<file path="config.mk">
export PLATFORM = sky130hd
export DESIGN_NAME = reg_file_sb
export DESIGN_NICKNAME = d
export VERILOG_FILES = /design/src/rtl/reg_file_sb_pkg.sv /design/src/rtl/reg_file_sb_scoreboard.sv /design/src/rtl/reg_file_sb.sv
export SDC_FILE = /design/constraint.sdc
export NUM_CORES = 2
export LEC_CHECK = 0
export ABC_AREA = 1
export CORE_MARGIN = 10
export CORE_UTILIZATION = 49
export CTS_BUF_LIST = sky130_fd_sc_hd__clkbuf_4
export CTS_CLUSTER_SIZE = 28
export DETAILED_ROUTE_END_ITERATION = 10
export PLACE_DENSITY = 0.63
export SETUP_SLACK_MARGIN = 0.3
export SYNTH_ARGS = -nofsm -noshare
export SYNTH_HDL_FRONTEND = slang
export SYNTH_SLANG_ARGS = --single-unit
</file>
<file path="constraint.sdc">
create_clock -name clk -period 8 [get_ports clk]
set_input_delay 1.2 -clock clk [delete_from_list [all_inputs] [get_ports clk]]
set_output_delay 1.2 -clock clk [all_outputs]
set_load 0.005 [all_outputs]
</file>
<file path="src/rtl/reg_file_sb_pkg.sv">
// Shared defaults for the register-file slice (datapath and control FSM).
//   REGISTER_WIDTH  : default data width of each architectural register
//   REGISTER_COUNT  : default number of architectural registers
//   REG_INDEX_WIDTH : default register index width
package reg_file_sb_pkg;
  localparam int REGISTER_WIDTH  = 32;
  localparam int REGISTER_COUNT  = 32;
  localparam int REG_INDEX_WIDTH = 5;

  // Width of a count that can reach REGISTER_COUNT without wrapping.
  localparam int PENDING_WIDTH = REG_INDEX_WIDTH + 1;
endpackage

</file>
<file path="src/rtl/reg_file_sb_scoreboard.sv">
// rf_scoreboard: per-register busy bits, issue acceptance and pending count.
//   clk, rst          : clock, synchronous active-high reset
//   wr_en/wr_reg_index: writeback strobe and destination (clears busy)
//   iss_en/iss_reg_index: issue request and destination (sets busy)
//   flush             : clear every busy bit
//   busy              : busy vector zero-extended to the full index space
//   wr_ok             : writeback targets a real, writable register
//   iss_ok            : issue accepted this cycle
//   pending_cnt       : number of busy registers
module rf_scoreboard
  import reg_file_sb_pkg::*;
#(
  parameter int REG_COUNT = REGISTER_COUNT,
  parameter int IDX_WIDTH = REG_INDEX_WIDTH,
  parameter int ZERO_REG  = 1
) (
  input  logic                     clk,
  input  logic                     rst,
  input  logic                     wr_en,
  input  logic [IDX_WIDTH-1:0]     wr_reg_index,
  input  logic                     iss_en,
  input  logic [IDX_WIDTH-1:0]     iss_reg_index,
  input  logic                     flush,
  output logic [(1<<IDX_WIDTH)-1:0] busy,
  output logic                     wr_ok,
  output logic                     iss_ok,
  output logic [IDX_WIDTH:0]       pending_cnt
);
  localparam int DEPTH = 1 << IDX_WIDTH;

  logic [REG_COUNT-1:0] r_busy;
  logic [IDX_WIDTH:0]   r_cnt;
  logic                 w_iss_tgt_ok;
  logic                 w_set;
  logic                 w_inc;
  logic                 w_dec;

  // Real, writable register: in range and not the hard-wired zero register.
  function automatic logic idx_ok(input logic [IDX_WIDTH-1:0] idx);
    return (int'(idx) < REG_COUNT) && !((ZERO_REG != 0) && (idx == '0));
  endfunction

  // Padding to the full index space lets any index be looked up safely;
  // the padded bits are constant 0, so out-of-range never looks busy.
  assign busy         = DEPTH'(r_busy);
  assign wr_ok        = wr_en && idx_ok(wr_reg_index);
  assign w_iss_tgt_ok = idx_ok(iss_reg_index);

  // A busy target may still be issued if this cycle's writeback frees it.
  assign iss_ok = iss_en && !flush &&
                  (!w_iss_tgt_ok || !busy[iss_reg_index] ||
                   (wr_en && (wr_reg_index == iss_reg_index)));
  assign w_set  = iss_ok && w_iss_tgt_ok;

  // Same-index write+issue leaves the bit set: neither count step applies.
  assign w_inc  = w_set && !busy[iss_reg_index];
  assign w_dec  = wr_ok && busy[wr_reg_index] &&
                  !(w_set && (iss_reg_index == wr_reg_index));

  always_ff @(posedge clk) begin
    if (rst || flush) begin
      r_busy <= '0;
      r_cnt  <= '0;
    end else begin
      for (int i = 0; i < REG_COUNT; i++) begin
        if (wr_ok && (int'(wr_reg_index) == i))  r_busy[i] <= 1'b0;
        if (w_set && (int'(iss_reg_index) == i)) r_busy[i] <= 1'b1;
      end
      r_cnt <= r_cnt + (IDX_WIDTH+1)'(w_inc) - (IDX_WIDTH+1)'(w_dec);
    end
  end

  assign pending_cnt = r_cnt;
endmodule

</file>
<file path="src/rtl/reg_file_sb.sv">
// reg_file_sb: multi-read-port register file with busy scoreboard and
// write-to-read bypass.
//   clk, rst       : clock, synchronous active-high reset
//   rd_reg_index   : NUM_RD packed read indices
//   reg_data       : NUM_RD packed read data (combinational)
//   rd_ready       : per-port operand valid this cycle
//   wr_en/wr_reg_index/wr_reg_data : writeback
//   iss_en/iss_reg_index/iss_ok    : issue request / acceptance
//   flush          : clear all busy bits (data kept)
//   pending_cnt    : number of busy registers
module reg_file_sb
  import reg_file_sb_pkg::*;
#(
  parameter int REG_WIDTH = REGISTER_WIDTH,
  parameter int REG_COUNT = REGISTER_COUNT,
  parameter int IDX_WIDTH = REG_INDEX_WIDTH,
  parameter int NUM_RD    = 2,
  parameter int ZERO_REG  = 1,
  parameter int BYPASS    = 1
) (
  input  logic                          clk,
  input  logic                          rst,
  input  logic [NUM_RD*IDX_WIDTH-1:0]   rd_reg_index,
  output logic [NUM_RD*REG_WIDTH-1:0]   reg_data,
  output logic [NUM_RD-1:0]             rd_ready,
  input  logic                          wr_en,
  input  logic [IDX_WIDTH-1:0]          wr_reg_index,
  input  logic [REG_WIDTH-1:0]          wr_reg_data,
  input  logic                          iss_en,
  input  logic [IDX_WIDTH-1:0]          iss_reg_index,
  output logic                          iss_ok,
  input  logic                          flush,
  output logic [IDX_WIDTH:0]            pending_cnt
);
  logic [REG_WIDTH-1:0]          r_mem [REG_COUNT];
  logic [(1<<IDX_WIDTH)-1:0]     w_busy;
  logic                          w_wr_ok;

  rf_scoreboard #(
    .REG_COUNT (REG_COUNT),
    .IDX_WIDTH (IDX_WIDTH),
    .ZERO_REG  (ZERO_REG)
  ) u_sb (
    .clk           (clk),
    .rst           (rst),
    .wr_en         (wr_en),
    .wr_reg_index  (wr_reg_index),
    .iss_en        (iss_en),
    .iss_reg_index (iss_reg_index),
    .flush         (flush),
    .busy          (w_busy),
    .wr_ok         (w_wr_ok),
    .iss_ok        (iss_ok),
    .pending_cnt   (pending_cnt)
  );

  // Dropped writes (reg0 / out of range) never touch the array.
  always_ff @(posedge clk) begin
    if (rst) begin
      for (int i = 0; i < REG_COUNT; i++) r_mem[i] <= '0;
    end else if (w_wr_ok) begin
      r_mem[wr_reg_index] <= wr_reg_data;
    end
  end

  for (genvar p = 0; p < NUM_RD; p++) begin : g_rd
    logic [IDX_WIDTH-1:0] w_idx;
    logic                 w_const0;
    logic                 w_byp;

    assign w_idx    = rd_reg_index[p*IDX_WIDTH +: IDX_WIDTH];
    assign w_const0 = (int'(w_idx) >= REG_COUNT) ||
                      ((ZERO_REG != 0) && (w_idx == '0));
    assign w_byp    = (BYPASS != 0) && wr_en && (wr_reg_index == w_idx);

    always_comb begin
      reg_data[p*REG_WIDTH +: REG_WIDTH] = '0;
      rd_ready[p]                        = 1'b1;
      if (w_const0) begin
        reg_data[p*REG_WIDTH +: REG_WIDTH] = '0;
      end else if (w_byp) begin
        reg_data[p*REG_WIDTH +: REG_WIDTH] = wr_reg_data;
      end else begin
        reg_data[p*REG_WIDTH +: REG_WIDTH] = r_mem[w_idx];
        rd_ready[p]                        = !w_busy[w_idx];
      end
    end
  end
endmodule
</file>
==> impl_metrics.ini <==
[place]
placed_area_sq_mm = 0.0611
place_congestion = 0.968
hpwl_um = 135000
port_buffers = 129
placed_cells = 8269

[worst_setup_path]
required_ps = 6800
path_class = in -> out
arrival_ps = 5150
path_max_fanout = 101
slowest_stage = nor3_1
slowest_delay_ps = 840
cpMostUsedCell = nor2_1
end_kind = primary output
path_cells = buf_8 > inv_4 > o22ai_1 > nor2_1 > nand3_2 > clkinv_1 > nor3_1 > nor2_1 > clkdlybuf4s50_1
crit_path_start_kind = primary input

[synth]
syn-cell-area_sq_mm = 0.0590
async_reset_ff_share_pct = 0
ys_ff_latch = 1062
synth_cells = 7041
synth-edff-count = 1024
yosysUniqueCellTypes = 40
ys.flop_type = edfxtp_1
ys_seq_area_share_pct = 53.4
yosys_warnings = 0
avgSynthCellArea_sq_um = 8.38

[grt]
grt-ovfl-total = 0
grt_max_degree = 230
grt_pass1_vias = 52627
antenna_found_initial = 7
track_usage_pct = 35.9
grt_pass1_wl_um = 357000

[pwr]
sw_frac_of_total_pct = 29.4
combPwrFrac_pct = 14.6
p_switching_mw = 3.95
p_per_area_mw_per_mm2 = 208
clockPowerShare_pct = 36.9
power.internal_mw = 9.49
vdd_ir_drop_max_uv = 159
seq_power_share_pct = 48.5
cellLeakagePower_nw = 24.8

[floorplan]
initial_core_util_pct = 49.3
die_w_um = 367
io_pins = 130
core_sq_mm = 0.120
die-area_sq_mm = 0.135
rows = 127
die_h_um = 367

[timing]
finalSetupTns_ps = 0
drv_slew = 0
finalSetupViolations = 0
period_share_pct = 79.3
finalHoldViolations = 0
fin_skew_ps = 45.8
min_period_ps = 6350
fmax_mhz = 158
tightest_slew_ps = 1270
finalHoldWorstSlack_ps = 467
rsz0062_at_grt = no
relSlewSlack_pct = 15.6

[clock_tree]
clockBufferDepth = 4
clkLatencyLatePin_ps = 1250
cts_tree = built
cts.sinks = 1062
ctsHtreeMaxLevel = 5
numCtsBuffers = 308
path_clk_slew_ps = 60
post_cts_buffers = 0
cts_resized = 0
cts_hold_buffers = 0
cts_root_buf = clkbuf_4

[routing]
vias = 56640
wl_per_cell_um = 28.8
via_per_inst = 6.46
drtPass1Iterations = 10
wl_um = 252000
drt_iter0_drc = 10587
antenna_left = 0
drc = 0

[hold_path]
hp-class = reg -> reg

[outcome]
status = finished clean

[final_layout]
layout_common_cells = 1278 x nor2_1, 1024 x edfxtp_1, 929 x nand2_1
synthToLayoutAreaGrowth_pct = 9.72
fin_util_pct = 54.1
fin_nets = 7031
fin_area_sq_mm = 0.0647
layout_commonest_cell = nor2_1
stdcell_count = 8768
drive_gt1_share_pct = 9.46

[flow_run]
max_cap_viol_count = 0
==> cell type report <==
cell class / count / area (sq um)
Fill cell: 11007 / 54900
Sequential cell: 1062 / 31500
Multi-Input combinational cell: 4748 / 23000
Clock buffer: 438 / 3290
Timing Repair Buffer: 249 / 2340
Inverter: 598 / 2250
Tap cell: 1612 / 2020
Clock inverter: 53 / 284
Antenna cell: 8 / 20.0
==> state kept, by name (all words and copies together) (netlist names) <==
register          cells
u_sb.busy            32
r_mem              1024
u_sb.pending_cnt      6
==> cell families after synthesis <==
kind of cell / count (synthesis) / synth area share (%)
compound gates: 1758 / 17.5
xor+xnor: 3 / 0.0446
fa+ha+maj: 7 / 0.161
buf+inv: 1262 / 8.48
flops: 1062 / 53.4
other cells: 1 / 0.00636
simple gates: 2948 / 20.3
==> final timing paths <==
path / slack [ps] / depth (start not counted) / end / startpoint
hold reg to reg: 470 / 2 / u_sb.busy[9]$_SDFFE_PP0P_ / u_sb.busy[9]$_SDFFE_PP0P_
hold / removal: 470 / 2 / u_sb.busy[9]$_SDFFE_PP0P_ / u_sb.busy[9]$_SDFFE_PP0P_
setup / recovery: 1650 / 9 / reg_data[24] / rd_reg_index[0]
setup reg to reg: 4580 / 19 / u_sb.pending_cnt[4]$_SDFF_PP0_ / u_sb.busy[10]$_SDFFE_PP0P_
==> stage by stage <==
stage	power (mW)	setup WS, ps
after detailed placement	8.49	1830
after global routing	13.8	1490
after floorplan	7.67	4150
after CTS	13.4	1830
after global placement	8.46	1880
final	13.4	1650
==> critical path: cells and delay by family <==
family	cells	cell delay, ps
AOI/OAI and AO/OA	1	260
and+or+nand+nor	4	1420
buffers and inverters	4	2170
==> power by group through the flow <==
stage | registers [mW] | logic [mW] | clock network (mW)
4_1_cts | 6.51 | 1.87 | 4.97
3_5_place_dp | 6.63 | 1.87 | 0
6_report | 6.52 | 1.96 | 4.96
2_1_floorplan | 6.60 | 1.07 | 0
5_1_grt | 6.54 | 2.05 | 5.25
3_3_place_gp | 6.62 | 1.85 | 0
==> synth_stat cells (4+ instances only) <==
library cell	instances	area, sq um
nor2_1	1286	4830
edfxtp_1	1024	30700
nand2_1	964	3620
o21ai_0	663	3320
nand3_1	661	3310
inv_1	580	2180
a21oi_1	525	2630
clkbuf_1	411	1540
o211ai_1	389	2920
buf_2	197	986
o2111ai_1	102	893
buf_1	50	188
dfxtp_1	38	761
o221ai_1	22	193
nand4_1	19	119
o22ai_1	17	106
o31ai_1	17	128
a31oi_1	9	56.3
clkinv_1	9	33.8
inv_2	9	33.8
ha_1	6	75.1
nor3_1	6	30.0
buf_4	5	37.5
a211oi_1	4	30.0
==> routing by layer <==
layer,share of wire [%],track usage [%]
met5,0.048,0
met4,7.2,23.2
met2,41,51.2
met3,16,12.2
met1,35,46.2
(Power assumes the default switching activity.)
